===== src/rtl/button_debouncer.sv =====
// Push-button front end: a 2-flop synchronizer, a debounce FSM and a press-edge
// pulse for each raw button line. Each channel is an independent slice.
//
// state   | meaning
// --------+-------------------------------------------------------------
// IDLE    | debounced level low, synchronized input low
// WAIT_HI | input went high, counting consecutive high samples
// PRESSED | debounced level high, synchronized input high
// WAIT_LO | input went low, counting consecutive low samples
module button_debouncer #(
    parameter int N_BUTTONS       = 3,
    parameter int DEBOUNCE_CYCLES = 1_000_000
) (
    input  logic                 clk,
    input  logic                 reset,
    input  logic [N_BUTTONS-1:0] i_buttons,
    output logic [N_BUTTONS-1:0] o_pulse,
    output logic [N_BUTTONS-1:0] o_level
);

    localparam int CNT_WIDTH = $clog2(DEBOUNCE_CYCLES + 1);
    localparam logic [CNT_WIDTH-1:0] CNT_LAST = CNT_WIDTH'(DEBOUNCE_CYCLES - 1);
    localparam logic [CNT_WIDTH-1:0] CNT_ONE  = CNT_WIDTH'(1);
    localparam logic [CNT_WIDTH-1:0] CNT_ZERO = '0;

    typedef enum logic [1:0] {
        IDLE    = 2'd0,
        WAIT_HI = 2'd1,
        PRESSED = 2'd2,
        WAIT_LO = 2'd3
    } state_e;

    logic [N_BUTTONS-1:0] sync1_q;
    logic [N_BUTTONS-1:0] sync2_q;

    // Two-flop synchronizer for the asynchronous button pins.
    always_ff @(posedge clk) begin
        if (reset) begin
            sync1_q <= '0;
            sync2_q <= '0;
        end else begin
            sync1_q <= i_buttons;
            sync2_q <= sync1_q;
        end
    end

    for (genvar g = 0; g < N_BUTTONS; g++) begin : g_chan
        state_e               state_q, state_d;
        logic [CNT_WIDTH-1:0] cnt_q, cnt_d;
        logic                 level_q, level_d;
        logic                 pulse_q, pulse_d;
        logic                 s;

        assign s = sync2_q[g];

        // Channel state, counter and registered outputs.
        always_ff @(posedge clk) begin
            if (reset) begin
                state_q <= IDLE;
                cnt_q   <= CNT_ZERO;
                level_q <= 1'b0;
                pulse_q <= 1'b0;
            end else begin
                state_q <= state_d;
                cnt_q   <= cnt_d;
                level_q <= level_d;
                pulse_q <= pulse_d;
            end
        end

        // Next-state logic; a bounce returns to the stable state and the count
        // restarts from 1 on the next re-entry, so it never accumulates.
        always_comb begin
            state_d = state_q;
            cnt_d   = cnt_q;
            level_d = level_q;
            pulse_d = 1'b0;
            case (state_q)
                IDLE: begin
                    if (s) begin
                        state_d = WAIT_HI;
                        cnt_d   = CNT_ONE;
                    end
                end
                WAIT_HI: begin
                    if (!s) begin
                        state_d = IDLE;
                        cnt_d   = CNT_ZERO;
                    end else if (cnt_q == CNT_LAST) begin
                        state_d = PRESSED;
                        cnt_d   = CNT_ZERO;
                        level_d = 1'b1;
                        pulse_d = 1'b1;
                    end else begin
                        cnt_d = cnt_q + CNT_ONE;
                    end
                end
                PRESSED: begin
                    if (!s) begin
                        state_d = WAIT_LO;
                        cnt_d   = CNT_ONE;
                    end
                end
                WAIT_LO: begin
                    if (s) begin
                        state_d = PRESSED;
                        cnt_d   = CNT_ZERO;
                    end else if (cnt_q == CNT_LAST) begin
                        state_d = IDLE;
                        cnt_d   = CNT_ZERO;
                        level_d = 1'b0;
                    end else begin
                        cnt_d = cnt_q + CNT_ONE;
                    end
                end
                default: begin
                    state_d = IDLE;
                    cnt_d   = CNT_ZERO;
                    level_d = 1'b0;
                end
            endcase
        end

        assign o_pulse[g] = pulse_q;
        assign o_level[g] = level_q;
    end

endmodule


===== config.mk =====
export PLATFORM = sky130hd
export DESIGN_NAME = button_debouncer
export DESIGN_NICKNAME = d
export VERILOG_FILES = /design/src/rtl/button_debouncer.sv
export SDC_FILE = /design/constraint.sdc
export NUM_CORES = 1
export LEC_CHECK = 0
export CORE_UTILIZATION = 53
export CTS_BUF_LIST = sky130_fd_sc_hd__clkbuf_16
export CTS_CLUSTER_SIZE = 14
export DETAILED_ROUTE_END_ITERATION = 7
export PLACE_DENSITY_LB_ADDON = 0.08
export SLEW_MARGIN = 15
export SYNTH_ARGS = -nofsm -noshare
export SYNTH_HDL_FRONTEND = slang
export SYNTH_SLANG_ARGS = --single-unit

===== constraint.sdc =====
create_clock -name clk -period 4.5 [get_ports clk]
set_input_delay 0.675 -clock clk [delete_from_list [all_inputs] [get_ports clk]]
set_output_delay 0.675 -clock clk [all_outputs]
set_load 0.02 [all_outputs]

==> qor.csv, run 1 <==
metric;value;unit
Layout area overhead;8.449;%
Post-synth EDFFs;0;
Synth Net Count;464;
Sw Ratio;24.22;%
Netlist cell types;64;
critical path class;input port to flip-flop;
Max IR drop VDD;0.2419;mV
Syn Std Cell Area;3969;um^2
height of the die;88.54;um
initial antenna violation count;0;
row cnt;31;
total track usage;19.55;%
Root Buffer;clkbuf_16;
drt total wl;7376;um
CTS tree;yes;
compound-gate portion of the synthesized area;18.28;%
HPWL after detailed placement;5048;um
Die W;88.54;um
max-cap viol count;0;
post-synthesis adder-cell area fraction;0.9458;%
Simple-Gate Fraction of Synth Area;29.10;%
antenna viol nets, final;0;
num ports;11;
Gate power share;3.4;%
largest net degree at the start of global routing;29;
NetSw;353.3;uW
final hold violation count;0;
combinational family with the most area after synthesis;simple AND/OR/NAND/NOR gates;
clock group share of total power;48.3;%
FF+latch count, synth;78;
cells after synthesis;456;
XOR/XNOR Fraction of Synth Area;3.878;%
hold_buf cts;0;
asr flop ratio synth;0;%
number of global-route vias before repair;2694;
Final Critical Period;2629;ps
Clock Sinks;78;
H-Tree Depth;3;
residual DRC count;0;
Placer Congestion;0.7684;
sequential area share after synthesis;39.34;%
post-CTS sizing;0;
final slew viol count;0;
status;finished clean;
setup repair bufs after CTS;0;
CTS max path bufs;2;
Synth Area per Inst;8.704;um^2
leakage;1.427;nW
CP peak stage delay;780;ps
Period Utilization, post-route;58.42;%
Synth warnings;0;
PD cells;339.0;nW/um^2
n_diodes;0;
startpoint class of the critical path;input port;
TritonCTS Buffers;9;
final core utilization;59.34;%
WHS;437.8;ps
share of cells above drive strength 1;8.389;%
CP Capture Type;flip-flop;
Worst EP arrival;2890;ps
Pint;1.106;mW
sequential share of power;48.3;%
Worst Reg-to-Reg Cells;7;
register area;1562;um^2
Setup TNS Final;0;ps
Filler Cell Count;652;
worst skew pair latency;340;ps
die area;7838;um^2
# nets final;456;
mux contribution to synthesized area;2.522;%
crit path cell chain;clkdlybuf4s50_1, nand3b_2, a21oi_2, o21ai_0, a31oi_1;
Slew headroom;22.97;%
clock skew;7.810;ps
Multi-input gate area;2172;um^2
Wirelength per Cell;13.36;um
final setup fails;0;
Worst Path Required;4760;ps
initial core utilization;54.72;%
first drt pass iteration count;5;
clock transition at the registers of the reported paths;70;ps
Slew @ Worst Pin;1147;ps
Slowest-stage cell, CP;a21oi_2;
HP Class;flip-flop to flip-flop;
fmax;380.4;MHz
Port Buffers;10;
core area;7253;um^2
top_reg_cell synth;dfxtp_1;
RSZ-0062 raised after global routing;no;
global-route wire length before repair;11960;um
total gr overflow;0;
Total Power;1.459;mW
worst hold stages;1;
Vias per Instance;5.833;
total number of vias;3220;
CP max FO;25;
DRT iter0 DRCs;143;
==> power groups by stage <==
stage | clock network [mW] | logic (mW) | registers, mW
3_3_place_gp | 0 | 0.0490 | 0.720
3_5_place_dp | 0 | 0.0498 | 0.721
2_1_floorplan | 0 | 0.0390 | 0.718
4_1_cts | 0.723 | 0.0498 | 0.705
5_1_grt | 0.750 | 0.0546 | 0.706
6_report | 0.705 | 0.0492 | 0.705
==> through the flow <==
stage,instances,instance area (um^2),worst slack (ps)
2_1_floorplan,456,3969,2572
3_3_place_gp,536,4014,1638
3_5_place_dp,536,4014,1532
4_1_cts,552,4304,1906
5_1_grt,552,4304,1742
6_report,552,4304,1871
==> synth_stat cells (3+ instances only) <==
| cell | number | area share (%) |
|---|---|---|
| nor4_2 | 3 | 0.95 |
| nand4_1 | 18 | 2.8 |
| xnor2_1 | 11 | 2.4 |
| nor2b_1 | 6 | 0.95 |
| a41oi_1 | 5 | 1.1 |
| nand2b_1 | 10 | 1.6 |
| nand3b_1 | 3 | 0.57 |
| and3_1 | 6 | 0.95 |
| inv_1 | 11 | 1.0 |
| ha_1 | 3 | 0.95 |
| clkbuf_1 | 13 | 1.2 |
| mux2i_1 | 10 | 2.5 |
| buf_6 | 6 | 1.7 |
| and4_1 | 5 | 1.1 |
| or3_1 | 5 | 0.79 |
| buf_4 | 8 | 1.5 |
| and3b_1 | 4 | 0.88 |
| nor2_1 | 23 | 2.2 |
| nor4b_1 | 3 | 0.66 |
| a31oi_1 | 24 | 3.8 |
| xor2_2 | 3 | 1.2 |
| a21o_1 | 3 | 0.57 |
| nor4_1 | 3 | 0.47 |
| nand2_1 | 37 | 3.5 |
| nor3_1 | 9 | 1.1 |
| a21oi_1 | 35 | 4.4 |
| nor3_2 | 3 | 0.76 |
| o21ai_0 | 16 | 2.0 |
| nand3_1 | 36 | 4.5 |
| dfxtp_1 | 78 | 39 |
| a22o_1 | 9 | 2.0 |
| and2_1 | 5 | 0.79 |
==> kinds of logic after synthesis <==
kind of cell	Yosys count
adders and majority gates	3
muxes	10
and+or+nand+nor	197
xor gates and xnor gates	15
DFF	78
buffers and inverters	42
AOI/OAI and AO/OA	111
==> final timing paths <==
kind | to | slack [ps] | from
worst max-delay path | g_chan[2].cnt_q[5] | 1870 | reset
worst min-delay path | sync2_q[2] | 440 | sync1_q[2]
worst max register to register | g_chan[0].cnt_q[9] | 2060 | g_chan[0].cnt_q[0]
worst min register to register | sync2_q[2] | 440 | sync1_q[2]
==> sequential cells by signal, summed over array words and instances (netlist names), named ones only <==
signal	cells
g_chan.pulse_q	3
g_chan.cnt_q	60
g_chan.state_q	3
g_chan.level_q	3
sync1_q	3
sync2_q	3
==> cells in the final DEF, fill, tap and decap left out, types with 10 or more instances in the layout <==
cell	instances
inv_1	11
a21oi_1	35
o21ai_0	16
xnor2_1	11
clkdlybuf4s50_1	10
nand2b_1	10
nand3_1	36
nand4_1	18
mux2i_1	10
nor2_1	23
dfxtp_1	78
nand2_1	37
a31oi_1	24
==> critical path, delay by kind of cell <==
family          cells  cell delay (ps)
simple gates        1              370
compound gates      3             1240
buf+inv             1              600
==> per-layer routing <==
| metal | global-route usage (%) | vias up | routed length [um] |
|---|---|---|---|
| met2 | 32.31 | 45 | 3469 |
| met5 | 0 | - | 0 |
| met4 | 7.771 | 0 | 98 |
| met1 | 24.39 | 1496 | 3582 |
| li1 | - | 1668 | - |
| met3 | 5.037 | 11 | 224 |
==> area by class of cell <==
type | count | share of cell area [%]
Tap cell | 99 | 2.878
Sequential cell | 78 | 36.28
Timing Repair Buffer | 12 | 2.674
Multi-Input combinational cell | 336 | 50.47
Clock buffer | 9 | 5.233
Clock inverter | 7 | 1.512
Inverter | 11 | 0.9593
(Power assumes the default switching activity.)
==> run 2: changes to the inputs <==
==> constraint.sdc (replaced) <==
create_clock -name clk -period 2.7 [get_ports clk]
set_input_delay 0.405 -clock clk [delete_from_list [all_inputs] [get_ports clk]]
set_output_delay 0.405 -clock clk [all_outputs]
set_load 0.02 [all_outputs]
==> run 2 against run 1 <==
Against the previous run:
- clock power grew 97%
- largest cell class unchanged
- cell area increased by 2.4%
- via count grew 1.7%
- cell count up 1.1%
- hold slack got worse by 3.0 ps
- global-route usage grew 1.1 points
- register-to-register slack got worse by 1500 ps
- clock-buffer cell count is the same
- core utilization increased by 1.4 points
==> qor.csv, run 2 (synthesis gave the netlist of run 1 again) <==
metric;value;unit;change
residual DRC count;0;;unchanged
Sw Ratio;20.64;%;was 24.22%
Worst Reg-to-Reg Cells;7;;unchanged
Root Buffer;clkbuf_16;;unchanged
placed insts;542;;was 536
final setup fails;0;;unchanged
Slew headroom;51.81;%;was 22.97%
number of global-route vias before repair;2826;;was 2694
drt total wl;7625;um;was 7376 um
final core utilization;60.74;%;was 59.34%
Gate power share;3.2;%;was 3.4%
CP peak stage delay;420;ps;was 780 ps
register area;1562;um^2;unchanged
Placer Congestion;0.7628;;was 0.7684
design area;4405;um^2;was 4304 um^2
CP max FO;13;;was 25
total track usage;20.65;%;was 19.55%
commonest non-fill, non-tap cells in the layout;dfxtp_1, nand2_1, nand3_1, a21oi_1, a31oi_1;;unchanged
CP Capture Type;flip-flop;;unchanged
Layout area overhead;11.00;%;was 8.449%
post-CTS sizing;0;;unchanged
# nets final;462;;was 456
height of the die;88.54;um;unchanged
share of cells above drive strength 1;9.586;%;was 8.389%
worst skew pair latency;340;ps;about the same
clock transition at the registers of the reported paths;60;ps;was 70 ps
Largest register FFs;60;;unchanged
initial antenna violation count;0;;unchanged
fmax;464.9;MHz;
NetSw;547.9;uW;was 353.3 uW
PD cells;602.5;nW/um^2;was 339.0 nW/um^2
sequential share of power;44.3;%;was 48.3%
Slowest-stage cell, CP;a211oi_4;;was a21oi_2
Multi-input gate area;2172;um^2;unchanged
clock group share of total power;52.5;%;was 48.3%
Worst EP arrival;2410;ps;was 2890 ps
worst hold stages;1;;unchanged
Pint;2.106;mW;was 1.106 mW
clock skew;5.785;ps;was 7.810 ps
Wirelength per Cell;13.66;um;was 13.36 um
critical path class;flip-flop to flip-flop;;was input port to flip-flop
commonest non-fill, non-tap cell in the layout;dfxtp_1;;unchanged
total number of vias;3274;;was 3220
total gr overflow;0;;unchanged
n_diodes;0;;unchanged
Filler Cell Count;659;;was 652
first drt pass iteration count;4;;was 5
Vias per Instance;5.867;;was 5.833
global-route wire length before repair;12590;um;was 11960 um
Total Power;2.654;mW;was 1.459 mW
crit path cell chain;ha_1, and3_1, and3_4, a211oi_4, buf_4, a41oi_1, a31oi_1;;was clkdlybuf4s50_1, nand3b_2, a21oi_2, o21ai_0, a31oi_1
CTS tree;yes;;unchanged
Port Buffers;10;;unchanged
row cnt;31;;unchanged
Post-Place Cell Area;4059;um^2;was 4014 um^2
startpoint class of the critical path;flip-flop;;was input port
RSZ-0062 raised after global routing;no;;unchanged
HPWL after detailed placement;5183;um;was 5048 um
hold_buf cts;0;;unchanged
Clock Sinks;78;;unchanged
H-Tree Depth;3;;unchanged
DRT iter0 DRCs;175;;was 143
HP Class;flip-flop to flip-flop;;unchanged
max-cap viol count;0;;unchanged
num ports;11;;unchanged
leakage;1.488;nW;was 1.427 nW
CTS max path bufs;2;;unchanged
antenna viol nets, final;0;;unchanged
initial core utilization;54.72;%;unchanged
Worst Path Required;2960;ps;was 4760 ps
final hold violation count;0;;unchanged
Period Utilization, post-route;79.67;%;
final slew viol count;0;;unchanged
Top reg by flops;g_chan.cnt_q;;unchanged
die area;7838;um^2;unchanged
Setup TNS Final;0;ps;unchanged
status;finished clean;;unchanged
Slew @ Worst Pin;719.0;ps;was 1147 ps
Final Critical Period;2151;ps;
setup repair bufs after CTS;0;;unchanged
Max IR drop VDD;0.3946;mV;was 0.2419 mV
largest net degree at the start of global routing;26;;was 29
core area;7253;um^2;unchanged
TritonCTS Buffers;9;;unchanged
post-route insts no fill;558;;was 552
Die W;88.54;um;unchanged
[run 2: changes by cell type in the layout (fill, tap and decap cells not counted), sizes merged]
| cell | previous run | this run |
|---|---|---|
| buf | 2 | 8 |
| bufinv | 0 | 3 |
| clkinvlp | 1 | 0 |
| clkinv | 1 | 3 |
| inv | 16 | 12 |
[run 2: final cells by class]
cell class,instances,area share [%]
clock buffers,9,5.112
clock inverters,7,2.755
inverters,11,0.9372
multi-input cells,336,49.30
flip-flops and latches,78,35.44
well taps,99,2.812
repair buffers,18,3.635
[run 2: path summary, 6_finish.rpt]
check / startpoint / endpoint / slack (ps)
setup / recovery: g_chan[0].cnt_q[0] / g_chan[0].cnt_q[9] / 550
setup reg to reg: g_chan[0].cnt_q[0] / g_chan[0].cnt_q[9] / 550
hold reg to reg: sync1_q[2] / sync2_q[2] / 430
hold / removal: sync1_q[2] / sync2_q[2] / 430
[run 2: worst max-delay path: cells and delay by family, from the launching register on]
| family | cells | cell delay, ps |
|---|---|---|
| buf+inv | 1 | 270 |
| fa+ha+maj | 1 | 240 |
| compound gates | 3 | 700 |
| flops | 1 | 350 |
| simple gates | 2 | 500 |
[run 2: through the flow]
stage               hold slack (ps)  setup slack [ps]
floorplan                     413.8             801.1
global placement              420.5             543.5
detailed placement            420.4             510.4
CTS                           435.0             539.8
global route                  453.7             389.8
finish                        434.9             548.8
[run 2: routing by layer]
metal | GRT usage (%) | vias up | wire length, um
met2 | 33.22 | 32 | 3585
met5 | 0 | - | 0
met3 | 3.451 | 10 | 187
met1 | 26.50 | 1550 | 3730
li1 | - | 1682 | -
met4 | 11.14 | 0 | 122
[run 2: power by group through the flow]
stage          Combinational [mW]  Sequential [mW]  Clock, mW
2_1_floorplan              0.0651             1.20          0
3_3_place_gp               0.0850             1.20          0
3_5_place_dp               0.0862             1.20          0
4_1_cts                    0.0867             1.17       1.43
5_1_grt                    0.0953             1.18       1.47
6_report                   0.0860             1.18       1.39
==> run 3: changes to the inputs <==
==> constraint.sdc (replaced) <==
create_clock -name clk -period 1.94 [get_ports clk]
set_input_delay 0.291 -clock clk [delete_from_list [all_inputs] [get_ports clk]]
set_output_delay 0.291 -clock clk [all_outputs]
set_load 0.02 [all_outputs]
==> run 3 against run 2 <==
Against the previous run:
- highest routed layer unchanged
- die area unchanged
- flip-flop and latch count stayed put
- total power grew 35%
- non-clock buffer count is 35 higher
- combinational power increased by 56%
- fmax rose by 17%
- first-iteration DRC count decreased by 22%
- hold slack improved by 6.0 ps
- clock skew hardly changed
==> qor.csv, run 3 (synthesis gave the netlist of run 1 again) <==
metric;value;unit;change
height of the die;88.54;um;unchanged
NetSw;768.2;uW;was 547.9 uW
number of global-route vias before repair;2816;;was 2826
first drt pass iteration count;4;;unchanged
Placer Congestion;0.7951;;was 0.7628
critical path class;flip-flop to flip-flop;;unchanged
Root Buffer;clkbuf_16;;unchanged
register area;1562;um^2;unchanged
global-route wire length before repair;13010;um;was 12590 um
Final Critical Period;1837;ps;was 2151 ps
Slew headroom;75.45;%;was 51.81%
placed insts;574;;was 542
CP peak stage delay;400;ps;was 420 ps
met1 WL;3821;um;was 3730 um
startpoint class of the critical path;flip-flop;;unchanged
Sw Ratio;21.49;%;was 20.64%
Worst Path Required;2150;ps;was 2960 ps
max-cap viol count;0;;unchanged
residual DRC count;0;;unchanged
initial antenna violation count;0;;unchanged
share of cells above drive strength 1;16.19;%;was 9.586%
clock skew;5.325;ps;was 5.785 ps
drt total wl;7934;um;was 7625 um
Largest register FFs;60;;unchanged
Top reg by flops;g_chan.cnt_q;;unchanged
CTS max path bufs;2;;unchanged
final worst setup slack;102.8;ps;was 548.8 ps
commonest non-fill, non-tap cells in the layout;dfxtp_1, buf_4, nand2_1, nand3_1, a21oi_1;;was dfxtp_1, nand2_1, nand3_1, a21oi_1, a31oi_1
Period Utilization, post-route;94.70;%;was 79.67%
Filler Cell Count;598;;was 659
Slew @ Worst Pin;365.2;ps;was 719.0 ps
leakage;1.655;nW;was 1.488 nW
final slew viol count;0;;unchanged
DRT iter0 DRCs;136;;was 175
Pint;2.807;mW;was 2.106 mW
final hold violation count;0;;unchanged
CTS tree;yes;;unchanged
hold_buf cts;0;;unchanged
total gr overflow;0;;unchanged
status;finished clean;;unchanged
row cnt;31;;unchanged
fmax;544.3;MHz;was 464.9 MHz
total track usage;21.54;%;was 20.65%
TritonCTS Buffers;9;;unchanged
worst skew pair latency;340;ps;about the same
Slowest-stage cell, CP;nor4_4;;was a211oi_4
num ports;11;;unchanged
Gate power share;3.8;%;was 3.2%
Layout area overhead;17.56;%;was 11.00%
Multi-input gate area;2182;um^2;was 2172 um^2
post-route insts no fill;593;;was 558
clock group share of total power;50.5;%;was 52.5%
pre-CTS worst setup slack;-28.95;ps;was 510.4 ps
HP Class;flip-flop to flip-flop;;unchanged
CP max FO;9;;was 13
CP Capture Type;flip-flop;;unchanged
largest net degree at the start of global routing;26;;unchanged
commonest non-fill, non-tap cell in the layout;dfxtp_1;;unchanged
H-Tree Depth;3;;unchanged
Worst EP arrival;2050;ps;was 2410 ps
metal3 WL;265;um;was 187 um
final setup fails;0;;unchanged
antenna viol nets, final;0;;unchanged
initial core utilization;54.72;%;unchanged
Wirelength per Cell;13.38;um;was 13.66 um
RSZ-0062 raised after global routing;no;;unchanged
# nets final;497;;was 462
uppermost routed layer;met4;;unchanged
PD cells;766.3;nW/um^2;was 602.5 nW/um^2
HPWL after detailed placement;5498;um;was 5183 um
total number of vias;3387;;was 3274
sequential share of power;45.7;%;was 44.3%
Met2 Routed Length;3768;um;was 3585 um
die area;7838;um^2;unchanged
Port Buffers;10;;unchanged
crit path cell chain;ha_1, nand2_1, nor4_4, a21boi_4, buf_4, o221ai_1, o41ai_1;;was ha_1, and3_1, and3_4, a211oi_4, buf_4, a41oi_1, a31oi_1
clock transition at the registers of the reported paths;60;ps;about the same
Clock Sinks;78;;unchanged
Max IR drop VDD;0.4411;mV;was 0.3946 mV
Die W;88.54;um;unchanged
Vias per Instance;5.712;;was 5.867
core area;7253;um^2;unchanged
n_diodes;0;;unchanged
==> run 3: layer usage <==
| metal | vias up | track usage, % |
|---|---|---|
| li1 | 1750 | - |
| met1 | 1590 | 28.22 |
| met2 | 39 | 34.27 |
| met3 | 8 | 6.996 |
| met4 | 0 | 5.718 |
| met5 | - | 0 |
==> run 3: final timing paths <==
path	slack, ps	end	cells after the start	start
worst max-delay path	100	g_chan[1].cnt_q[12]	7	g_chan[1].cnt_q[0]
worst min-delay path	440	sync2_q[0]	1	sync1_q[0]
worst max register to register	100	g_chan[1].cnt_q[12]	7	g_chan[1].cnt_q[0]
worst min register to register	440	sync2_q[0]	1	sync1_q[0]
==> run 3: final cells by class <==
class | count | share of cell area (%)
clock buffers | 9 | 4.827
multi-input cells | 336 | 46.77
well taps | 99 | 2.655
flip-flops and latches | 78 | 33.47
repair buffers | 53 | 9.332
clock inverters | 7 | 2.065
inverters | 11 | 0.8850
==> run 3: through the flow <==
stage	area (um^2)	util, %	total power [mW]	hold WS, ps	setup TNS [ps]
2_1_floorplan	3969	-	1.756	413.8	0
3_3_place_gp	4312	59.44	1.800	423.5	0
3_5_place_dp	4312	59.44	1.803	433.2	-28.95
4_1_cts	4656	64.19	3.630	448.7	0
5_1_grt	4666	64.33	3.710	469.1	0
6_report	4666	64.33	3.575	440.8	0
==> run 3: critical path: cells and delay by family (launching register included) <==
| kind | cells | cell delay, ps |
|---|---|---|
| buffers and inverters | 1 | 200 |
| DFF | 1 | 340 |
| adders and majority gates | 1 | 220 |
| AOI/OAI and AO/OA | 3 | 430 |
| and+or+nand+nor | 2 | 540 |
==> run 3: what timing repair did <==
item	4_1_cts	5_1_grt
endpoints found under the hold margin	0	0
pin swaps	1	1
resized for setup	0	2
setup endpoints to repair	1	3
buffers inserted	3	0
==> run 3: power by group through the flow <==
stage                     Combinational (mW)  Clock (mW)  Sequential [mW]
after detailed placement               0.134           0             1.67
final                                  0.134        1.81             1.63
after global placement                 0.132           0             1.67
after floorplan                       0.0906           0             1.67
after global routing                   0.150        1.93             1.64
after CTS                              0.135        1.86             1.63
==> RTL change 1, RTL diff (settings of run 2) <==
`DEBOUNCE_CYCLES`: 1_000_000 -> 250_000.
--- a/src/rtl/button_debouncer.sv
+++ b/src/rtl/button_debouncer.sv
@@ -11,3 +11,3 @@
     parameter int N_BUTTONS       = 3,
-    parameter int DEBOUNCE_CYCLES = 1_000_000
+    parameter int DEBOUNCE_CYCLES = 250_000
 ) (
Formal check against the unedited RTL: no difference found for any inputs over 10 cycles, from zero or initial values and one cycle with reset high; that may be too few to reach the edited logic, so the function may still have changed.
==> RTL change 1 against run 2 <==
Die area decreased by 7.3%. Cell count decreased by 4.1%. Non-clock buffer count unchanged. Via count decreased by 1.5%. Total power decreased by 9.3%. Sequential cell count decreased by 6. Largest cell class unchanged. Routed wire length increased by 1.4%. Worst setup slack improved by 94 ps. Global-route usage increased by 2.2 points. Cell area decreased by 6.3%. Area after synthesis decreased by 7.4%. Sequential power decreased by 8%.
==> RTL change 1: results (changes against run 2) <==
metric,value,unit,change
post_drt_wl_per_cell,14.5,µm,+5.8%
nets,461,,-0.22%
power.leakage,1.55,nW,+3.9%
peakVddDrop,0.344,mV,-13%
whs,439,ps,+4.29 ps
hold_start,sync1_q[0],,
grt_usage,0.229,,+0.0223
reg2reg_from,g_chan[2].cnt_q[0],,
synth.top_cells.by_count,"dfxtp_1 (72), nand2_1 (53), nand3_1 (32)",,
finClkSkew,4.38,ps,-1.41 ps
min_to,sync2_q[0],,
drt_iter0_drc,117,,-33%
synth_area_leaders,"dfxtp_1 (39%), nand2_1 (5.4%), nand3_1 (4.4%)",,
critPathMaxFanout,8,,-5
grt_pass1_wl,13.3,mm,+6.0%
muxShareOfSynthArea,0.0327,,+0.00748
rrSetupSlack,640,ps,+90 ps
synth_nets,454,,-2.2%
stdcell_count,535,,-4.1%
cellPowerDensity,583,nW/µm²,-3.2%
synth-xor-area-share,0.0286,,-0.0102
vias,3226,,-1.5%
place_inst,519,,-4.2%
placed_area,3820,µm²,-5.9%
fin_crit_sh,0.762,,-0.0349
cp_data_arrival_time,2280,ps,-130 ps
grt_max_degree,29,,+12%
synth_area_per_cell,8.24,µm²,-5.4%
outcome,"complete, no violations",,
largest_reg_flops,54,,-10%
slew-limit-headroom,0.494,,-0.0236
place_congestion,0.832,,+9.0%
comb-power,0.0000900,W,+4.7%
fillers,580,,-12%
pwr-share-seq,0.451,,+0.008
swShare,0.205,,-0.00135
grt_pass1_vias,2937,,+3.9%
[RTL change 1: cell types whose count changed after synthesis, moves of 9 or more]
cell / change
and3_1: +9
o21ai_0: +12
a21o_1: +13
a31oi_1: -21
nand2_1: +16
a21oi_1: -10
[RTL change 1: layout make-up]
type / count / area (µm²) / share of cell area
Multi-Input combinational cell: 342 / 2080 / 0.504
Sequential cell: 72 / 1440 / 0.349
Clock buffer: 9 / 225 / 0.0545
Timing Repair Buffer: 18 / 160 / 0.0388
Tap cell: 77 / 96.3 / 0.0233
Clock inverter: 7 / 86.3 / 0.0209
Inverter: 10 / 37.5 / 0.00909
[RTL change 1: layer usage]
| metal | GRT usage | routed length [µm] | up-vias |
|---|---|---|---|
| li1 | - | - | 1657 |
| met1 | 0.293 | 3760 | 1506 |
| met2 | 0.374 | 3610 | 50 |
| met3 | 0.0525 | 234 | 13 |
| met4 | 0.0909 | 133 | 0 |
| met5 | 0 | 0 | - |
[RTL change 1: critical path: stages, from the launching register on]
cell and delay, ps:
dfxtp_1 370, ha_1 290, nand3_1 160, nor4_1 350, buf_4 210, a21o_1 270
o21bai_1 120, a21o_1 180
[RTL change 1: how the worst max path moves through the flow]
stage          cells after the start             endpoint               start  slack, ps
2_1_floorplan                      6    g_chan[2].level_q  g_chan[2].cnt_q[0]        810
3_3_place_gp                       6  g_chan[1].cnt_q[15]               reset        540
3_5_place_dp                       6  g_chan[1].cnt_q[15]               reset        500
4_1_cts                            7  g_chan[2].cnt_q[13]  g_chan[2].cnt_q[0]        640
5_1_grt                            7  g_chan[0].cnt_q[10]  g_chan[0].cnt_q[0]        530
6_report                           7  g_chan[2].cnt_q[13]  g_chan[2].cnt_q[0]        640
==> RTL change 2, RTL diff (flow settings as in run 2) <==
Made on the original files. Make the reset (`reset`) asynchronous in 2 clocked blocks.
--- a/src/rtl/button_debouncer.sv
+++ b/src/rtl/button_debouncer.sv
@@ -36,3 +36,3 @@
     // Two-flop synchronizer for the asynchronous button pins.
-    always_ff @(posedge clk) begin
+    always_ff @(posedge clk or posedge reset) begin
         if (reset) begin
@@ -56,3 +56,3 @@
         // Channel state, counter and registered outputs.
-        always_ff @(posedge clk) begin
+        always_ff @(posedge clk or posedge reset) begin
             if (reset) begin
Formal check against the unedited RTL: no difference found for any inputs over 10 cycles, from zero or initial values and one cycle with reset high; that may be too few to reach the edited logic, so the function may still have changed.
==> RTL change 2 against run 2 <==
Via count decreased by 1.1%. Highest routed layer unchanged. Count of clock-buffer cells in the layout unchanged. Non-clock buffer count decreased by 2. Cell area increased by 2.9%. Sequential cell count unchanged. Core utilization increased by 1.1 points. Worst setup slack improved by 5.0 ps. Area after synthesis increased by 2.1%. Routed wire length increased by 4.8%.
Power is not compared: it rests on default switching activity, and its combinational part moved more than twofold at a synthesized area within 25%.
==> RTL change 2: results (changes against run 2) <==
metric,value,unit,change
hold_start,sync1_q[2],,
largest_reg_flops,60,,unchanged
cts_resized,0,,unchanged
ys.flop_type,dfrtp_1,,
crit_path_top_delay_cell,dfrtp_1,,
synth_area_leaders,"dfrtp_1 (48%), a31oi_1 (5.6%), nand2_1 (4.7%)",,
nets,439,,-5.0%
outcome,"complete, no violations",,
clkTransAtPathRegs,60,ps,about the same
place_congestion,0.788,,+3.3%
synthArstFlopShare,1.00,,+1.00
place_inst,519,,-4.2%
cp_data_arrival_time,2360,ps,-50 ps
yosysSeqAreaShare,0.482,,+0.0882
power.leakage,1.95,nW,
slew-limit-headroom,0.476,,-0.0424
hold_path_class,reg2reg,,
grt_max_degree,37,,+42%
synth_nets,430,,-7.3%
wl,7.99,mm,+4.8%
ys_types,65,,+1.6%
grt_pass1_vias,2777,,-1.7%
pre_cts_ws,572,ps,+61.4 ps
synth.top_cells.by_count,"dfrtp_1 (78), nand2_1 (51), a31oi_1 (36)",,
drive_gt1_frac,0.0917,,-0.00412
n_antenna_cell,0,,unchanged
synthCells,422,,-7.5%
synthAdderAreaFrac,0.00926,,-0.000196
dp_hpwl,5.25,mm,+1.2%
stdcell_count,535,,-4.1%
drt_iter0_drc,179,,+2.3%
muxShareOfSynthArea,0.00525,,-0.0200
first_pass_iters,5,,+1
synth-xor-area-share,0.0191,,-0.0196
critPathMaxFanout,25,,+12
vias,3237,,-1.1%
grt_usage,0.218,,+0.0113
placed_area,4220,µm²,+3.9%
finClkSkew,4.47,ps,-1.32 ps
reg2reg_from,g_chan[2].cnt_q[0],,
grt_pass1_wl,13.2,mm,+4.5%
synth_compound_area_frac,0.209,,+0.0259
p_switching,0.000862,W,
==> RTL change 2: cell types whose count changed after synthesis, sizes merged, moves of 9 or more <==
cell | before | now
a31oi | 24 | 36
clkbuf | 13 | 3
dfrtp | 0 | 78
dfxtp | 78 | 0
mux2i | 10 | 1
nand2 | 37 | 52
nand3 | 37 | 26
nand4 | 18 | 6
==> RTL change 2: cell type report <==
type                            instances  area (µm²)
Multi-Input combinational cell        313        1930
Fill cell                             594        2800
Tap cell                               99         124
Clock inverter                          7        90.1
Sequential cell                        78        1950
Timing Repair Buffer                   16         158
Inverter                               13        50.0
Clock buffer                            9         225
==> RTL change 2: layer usage <==
metal	part of all wire	track usage	vias to the layer above
li1	-	-	1588
met1	0.50	0.318	1591
met2	0.46	0.323	49
met3	0.024	0.0332	9
met4	0.016	0.0952	0
met5	0	0	-
==> RTL change 2: path summary, 6_finish.rpt <==
kind	end	slack (ps)	depth (start not counted)
max in group asynchronous	g_chan[0].cnt_q[16]	1780	3
worst max register to register	g_chan[2].cnt_q[18]	550	7
min in group asynchronous	g_chan[2].cnt_q[7]	390	2
worst max-delay path	g_chan[2].cnt_q[18]	550	7
worst min register to register	sync2_q[2]	350	0
worst min-delay path	sync2_q[2]	350	0
==> RTL change 2: worst max-delay path, delay by kind of cell, from the launching register on <==
family | cells | cell delay [ps]
AND/OR/NAND/NOR | 3 | 730
buffers and inverters | 1 | 240
AO/OA/AOI/OAI | 2 | 410
adder cells (fa/ha/maj) | 1 | 230
flip-flops | 1 | 410
==> RTL change 2: cells by family (layout without fill, tap and decap cells) <==
group,Yosys count,count (layout)
flops,78,78
xor+xnor,8,8
compound gates,127,127
mux,2,2
simple gates,173,173
fa+ha+maj,3,3
buf+inv,31,45
